**config.mk**
```make
export PLATFORM = sky130hd
export DESIGN_NAME = dma_arbiter
export DESIGN_NICKNAME = d
export VERILOG_FILES = /design/src/rtl/dma_arbiter.sv
export SDC_FILE = /design/constraint.sdc
export NUM_CORES = 1
export LEC_CHECK = 0
export BUFFER_PORTS_ARGS = -buffer_cell sky130_fd_sc_hd__buf_2
export CAP_MARGIN = 20
export CORE_AREA = 8 8 186 188
export CTS_CLUSTER_SIZE = 8
export DETAILED_ROUTE_END_ITERATION = 10
export DIE_AREA = 0 0 194 196
export PLACE_DENSITY = 0.56
export SYNTH_ARGS = -nofsm -noshare
export SYNTH_HDL_FRONTEND = slang
export SYNTH_SLANG_ARGS = --single-unit
```
**constraint.sdc**
```tcl
create_clock -name clk -period 7.9 [get_ports clk]
set_clock_uncertainty 0.1 [all_clocks]
set_input_delay 1.185 -clock clk [delete_from_list [all_inputs] [get_ports clk]]
set_output_delay 1.185 -clock clk [all_outputs]
set_load 0.05 [all_outputs]
```
**src/rtl/dma_arbiter.sv**
```systemverilog
`default_nettype none
// +--------------------------------------------------------------------------+
// | dma_arbiter : round-robin arbiter handing 4 channel descriptors to one   |
// |               DMA engine. Optional watchdog via DMA_ARB_WATCHDOG_EN.     |
// | Revision    : 1.0                                                        |
// +--------------------------------------------------------------------------+
module dma_arbiter #(
  parameter int N_CH     = 4,
  parameter int WD_LIMIT = 1024
) (
  input  logic                 clk,
  input  logic                 reset,
  input  logic [N_CH-1:0]      ch_req,
  input  logic [32*N_CH-1:0]   ch_src_addr,
  input  logic [32*N_CH-1:0]   ch_dest_addr,
  input  logic [32*N_CH-1:0]   ch_length,
  output logic [N_CH-1:0]      ch_ack,
  output logic [N_CH-1:0]      ch_done,
  output logic [1:0]           grant_id,
  output logic                 arb_busy,
  output logic                 dma_start,
  output logic [31:0]          dma_src_addr,
  output logic [31:0]          dma_dest_addr,
  output logic [31:0]          dma_length,
  input  logic                 dma_busy,
  output logic                 dma_timeout
);

  typedef enum logic [2:0] {
    IDLE      = 3'd0,
    ISSUE     = 3'd1,
    WAIT_BUSY = 3'd2,
    WAIT_DONE = 3'd3,
    COMPLETE  = 3'd4
  } state_t;

  state_t            r_state;
  state_t            w_state_nxt;
  logic [1:0]        r_last_grant;
  logic [1:0]        r_grant;
  logic [N_CH-1:0]   r_ch_ack;
  logic [N_CH-1:0]   r_ch_done;
  logic              r_arb_busy;
  logic              r_dma_start;
  logic [31:0]       r_dma_src;
  logic [31:0]       r_dma_dest;
  logic [31:0]       r_dma_length;

  logic [2:0]        w_pick;
  logic              w_pick_vld;
  logic [1:0]        w_pick_id;
  logic [31:0]       w_len_sel;
  logic [N_CH-1:0]   w_grant_oh;
  logic              w_load;
  logic              w_start_nxt;
  logic [N_CH-1:0]   w_ack_nxt;
  logic [N_CH-1:0]   w_done_nxt;
  logic              w_wd_fire;

  // Scan from lowest to highest priority so the highest-priority requester wins.
  function automatic logic [2:0] f_pick(input logic [N_CH-1:0] req, input logic [1:0] last);
    logic [1:0] idx;
    f_pick = 3'b000;
    for (int i = 3; i >= 0; i--) begin
      idx = last + 2'(i + 1);
      if (req[idx]) f_pick = {1'b1, idx};
    end
  endfunction

  function automatic logic [31:0] f_round4(input logic [31:0] len);
    if (len > 32'hFFFF_FFFC) return 32'hFFFF_FFFC;
    return (len + 32'd3) & ~32'd3;
  endfunction

  assign w_pick     = f_pick(ch_req, r_last_grant);
  assign w_pick_vld = w_pick[2];
  assign w_pick_id  = w_pick[1:0];
  assign w_len_sel  = ch_length[{w_pick_id, 5'd0} +: 32];
  assign w_grant_oh = N_CH'(1) << r_grant;

`ifdef DMA_ARB_WATCHDOG_EN
  localparam logic [31:0] C_WD_LAST = 32'(WD_LIMIT - 1);

  logic [31:0] r_wd_cnt;
  logic        r_timeout;

  assign w_wd_fire = ((r_state == WAIT_BUSY) || (r_state == WAIT_DONE)) &&
                     (r_wd_cnt == C_WD_LAST);

  always_ff @(posedge clk) begin
    if (reset) begin
      r_wd_cnt  <= '0;
      r_timeout <= 1'b0;
    end else begin
      if (r_state == ISSUE)
        r_wd_cnt <= '0;
      else if ((r_state == WAIT_BUSY) || (r_state == WAIT_DONE))
        r_wd_cnt <= r_wd_cnt + 32'd1;
      if (w_wd_fire) r_timeout <= 1'b1;
    end
  end

  assign dma_timeout = r_timeout;
`else
  assign w_wd_fire   = 1'b0;
  assign dma_timeout = 1'b0;
`endif

  always_comb begin
    w_state_nxt = r_state;
    w_load      = 1'b0;
    w_start_nxt = 1'b0;
    w_ack_nxt   = '0;
    w_done_nxt  = '0;
    case (r_state)
      IDLE: begin
        // Arbitrate only while the engine is idle so a start never lands on a busy engine.
        if (w_pick_vld && !dma_busy) begin
          w_load      = 1'b1;
          w_state_nxt = (w_len_sel == 32'd0) ? COMPLETE : ISSUE;
        end
      end
      ISSUE: begin
        w_start_nxt = 1'b1;
        w_ack_nxt   = w_grant_oh;
        w_state_nxt = WAIT_BUSY;
      end
      WAIT_BUSY: if (dma_busy)  w_state_nxt = WAIT_DONE;
      WAIT_DONE: if (!dma_busy) w_state_nxt = COMPLETE;
      COMPLETE: begin
        w_done_nxt = w_grant_oh;
        if (r_dma_length == 32'd0) w_ack_nxt = w_grant_oh;
        w_state_nxt = IDLE;
      end
      default: w_state_nxt = IDLE;
    endcase
    if (w_wd_fire) w_state_nxt = COMPLETE;
  end

  always_ff @(posedge clk) begin
    if (reset) begin
      r_state      <= IDLE;
      r_last_grant <= 2'd3;
      r_grant      <= 2'd0;
      r_ch_ack     <= '0;
      r_ch_done    <= '0;
      r_arb_busy   <= 1'b0;
      r_dma_start  <= 1'b0;
      r_dma_src    <= '0;
      r_dma_dest   <= '0;
      r_dma_length <= '0;
    end else begin
      r_state     <= w_state_nxt;
      r_ch_ack    <= w_ack_nxt;
      r_ch_done   <= w_done_nxt;
      r_dma_start <= w_start_nxt;
      r_arb_busy  <= (w_state_nxt != IDLE);
      if (w_load) begin
        r_grant      <= w_pick_id;
        r_dma_src    <= ch_src_addr[{w_pick_id, 5'd0} +: 32];
        r_dma_dest   <= ch_dest_addr[{w_pick_id, 5'd0} +: 32];
        r_dma_length <= f_round4(w_len_sel);
      end
      if (r_state == COMPLETE) r_last_grant <= r_grant;
    end
  end

  assign ch_ack        = r_ch_ack;
  assign ch_done       = r_ch_done;
  assign grant_id      = r_grant;
  assign arb_busy      = r_arb_busy;
  assign dma_start     = r_dma_start;
  assign dma_src_addr  = r_dma_src;
  assign dma_dest_addr = r_dma_dest;
  assign dma_length    = r_dma_length;

endmodule
`default_nettype wire

```
==> flow_metrics.py <==
metrics = {
    "drt": {
        "via_count": 9637,
        "drc": 0,
        "drt_iter0_drc": 467,
        "via_per_inst": 4.89,
        "antenna_left": 0,
        "wire_per_inst_um": 18.5,
        "dr.pass1.iters": 7,
        "wirelength_um": 36500,
    },
    "final_layout": {
        "diodes": 0,
        "drive_gt1_frac": 0.357,
        "area_growth_pct": 38.4,
        "nets": 1951,
        "fin_util": 0.338,
    },
    "synth": {
        "syn-instance-count": 1135,
        "synthesis.area_um2": 7790,
        "ys_seq_elements": 111,
        "synth_edf_count": 0,
        "synth_top_flop_cell": "dfxtp_1",
        "ys.warnings.count": 0,
        "syn-mean-instance-area_um2": 6.86,
        "ys_types": 64,
        "synthArstFlopShare": 0,
        "ys_seq_area_frac": 0.285,
    },
    "min_path": {
        "min_path_cells": 2,
        "hold_path_class": "reg -> reg",
    },
    "worst_setup_path": {
        "crit_top_cell": "buf_4",
        "path_max_fanout": 27,
        "r2r_cells": 10,
        "r2r_slack_ns": 3.14,
        "criticalPathCategory": "in -> reg",
        "endpoint_kind": "flip-flop",
        "crit_required_ns": 8.06,
        "startpoint_type": "input port",
        "critical_path.max_stage_delay_ns": 0.90,
        "path_cells": "buf_2 > nor2b_4 > a21o_1 > a211oi_4 > buf_4 > mux2i_1 > and4bb_2 > or4b_4 > o31a_1 > buf_4 > a211oi_1",
        "worst-endpoint-arrival_ns": 5.47,
        "crit_slowest_cell": "a211oi_4",
    },
    "sta": {
        "min_period_ns": 5.32,
        "slew_viol_final": 0,
        "fmax_mhz": 188,
        "setup_viol": 0,
        "setup_tns_ns": 0,
        "fin_hold_ws_ns": 0.353,
        "worst_slack_ns": 2.58,
        "worst_slew_pin_slew_ns": 1.06,
        "fin_crit_sh": 0.673,
        "slew_headroom": 0.290,
        "rsz0062_at_grt": "no",
        "hold_viol_final": 0,
    },
    "floorplan": {
        "core_region_area_um2": 31900,
        "die_y_um": 196,
        "dieArea_um2": 38000,
        "start_util": 0.244,
        "pin_count": 500,
        "row_count": 66,
        "die_x_um": 194,
    },
    "grt": {
        "groute.usage.overall": 0.181,
        "first_global_vias": 9641,
        "grt_first_pass_wirelength_um": 55100,
        "antenna_found_initial": 1,
        "grt_start_max_net_pins": 87,
        "overflow": 0,
    },
    "cts": {
        "path_clk_slew_ns": 0.07,
        "htree_levels": 3,
        "cts_buffers": 9,
        "cts_buffer_depth": 2,
        "clock-sinks": 111,
        "postCtsSetupBuffers": 0,
        "cts_tree": "built",
        "clk_latency_ns": 0.35,
        "cts-root-buf": "clkbuf_16",
        "hold_buffers": 0,
        "cts_resized": 0,
    },
    "pwr": {
        "cellPowerDensity_nw_per_um2": 172,
        "p_total_uw": 1860,
        "leakage_uw": 0.00509,
        "vdd_ir_drop_max_mv": 0.0926,
    },
    "placed_design": {
        "io_buffer_count": 496,
        "dpl_worst_slack_ns": 2.24,
        "hpwl_um": 29400,
        "gp_congestion": 0.873,
    },
    "flow_run": {
        "max-cap-violations": 0,
    },
    "status": {
        "outcome": "complete, no violations",
    },
}
## area by class of cell
cell class	count	area, µm²
Fill cell	3553	21100
Clock inverter	5	43.8
Multi-Input combinational cell	924	5160
Tap cell	408	510
Clock buffer	10	239
Sequential cell	111	2220
Inverter	7	26.3
Timing Repair Buffer	507	2570
## layer usage
layer	global-route usage	part of all wire
met5	0	0.00036
met4	0.0611	0.026
met3	0.0464	0.069
met2	0.308	0.49
met1	0.220	0.42
## synth_stat cells, types with 4 or more instances
| library cell | count | area, µm² |
|---|---|---|
| a211oi_2 | 7 | 87.6 |
| nand2b_1 | 4 | 25.0 |
| o21bai_1 | 5 | 37.5 |
| nor2_1 | 44 | 165 |
| nand3_1 | 211 | 1060 |
| a21oi_1 | 69 | 345 |
| nor3_1 | 10 | 50.1 |
| a211oi_1 | 19 | 143 |
| clkbuf_1 | 67 | 251 |
| mux4_2 | 5 | 113 |
| buf_4 | 6 | 45.0 |
| xor2_1 | 4 | 35.0 |
| nor4_1 | 21 | 131 |
| nand4_1 | 8 | 50.1 |
| dfxtp_1 | 111 | 2220 |
| mux2i_1 | 69 | 691 |
| nand2_1 | 347 | 1300 |
| a311oi_1 | 4 | 35.0 |
| inv_1 | 7 | 26.3 |
| a31oi_1 | 6 | 37.5 |
| xnor2_1 | 12 | 105 |
| o21ai_0 | 11 | 55.1 |
| buf_2 | 7 | 35.0 |
| buf_1 | 10 | 37.5 |
| mux2i_2 | 6 | 82.6 |
| or3_1 | 6 | 37.5 |
## cell usage in the layout, fill, tap and decap left out, drive strengths merged, types with 4 or more instances in the layout
cell type	instances
a21oi	69
xor2	4
nor4	21
nand2b	5
dfxtp	111
or2	4
a31oi	6
mux2i	78
nor2	44
clkbuf	10
nand3	211
nand2	347
xnor2	12
nor3	11
inv	8
a211oi	26
mux4	5
buf	507
or3	6
o21bai	5
o21ai	12
nand4	8
a311oi	4
## per-stage QoR
stage,cell area (µm²),std cells
final,10800,1972
after global routing,10800,1972
after CTS,10800,1972
after detailed placement,10500,1957
after global placement,10500,1957
after floorplan,7790,1137
## flip-flops by register name, summed over array words and instances (netlist names)
name,count
r_state,3
r_last_grant,2
dma_start,1
ch_ack,4
arb_busy,1
dma_length,30
dma_dest_addr,32
grant_id,2
dma_src_addr,32
ch_done,4
## report_power, final
| part | total, µW | switching (µW) | internal, µW |
|---|---|---|---|
| Clock | 449 | 224 | 225 |
| Sequential | 652 | 38.8 | 613 |
| Combinational | 755 | 511 | 244 |
| Total | 1860 | 774 | 1080 |
## path summary, 6_finish.rpt
kind / start / end
max: ch_req[3] / dma_length[16]
min: dma_dest_addr[2] / dma_dest_addr[2]
max reg2reg: r_last_grant[0] / dma_length[16]
min reg2reg: dma_dest_addr[2] / dma_dest_addr[2]
## worst max-delay path, delay by kind of cell
family          cells  cell delay (ns)
buf+inv             3             0.88
mux                 1             0.47
compound gates      4             1.81
simple gates        3             1.10
## cell families after synthesis
| group | share of synthesized area |
|---|---|
| xor gates and xnor gates | 0.0180 |
| muxes | 0.127 |
| other | 0.000482 |
| DFF | 0.285 |
| and+or+nand+nor | 0.388 |
| AOI/OAI and AO/OA | 0.121 |
| buffers and inverters | 0.0607 |
(Power assumes the default switching activity.)
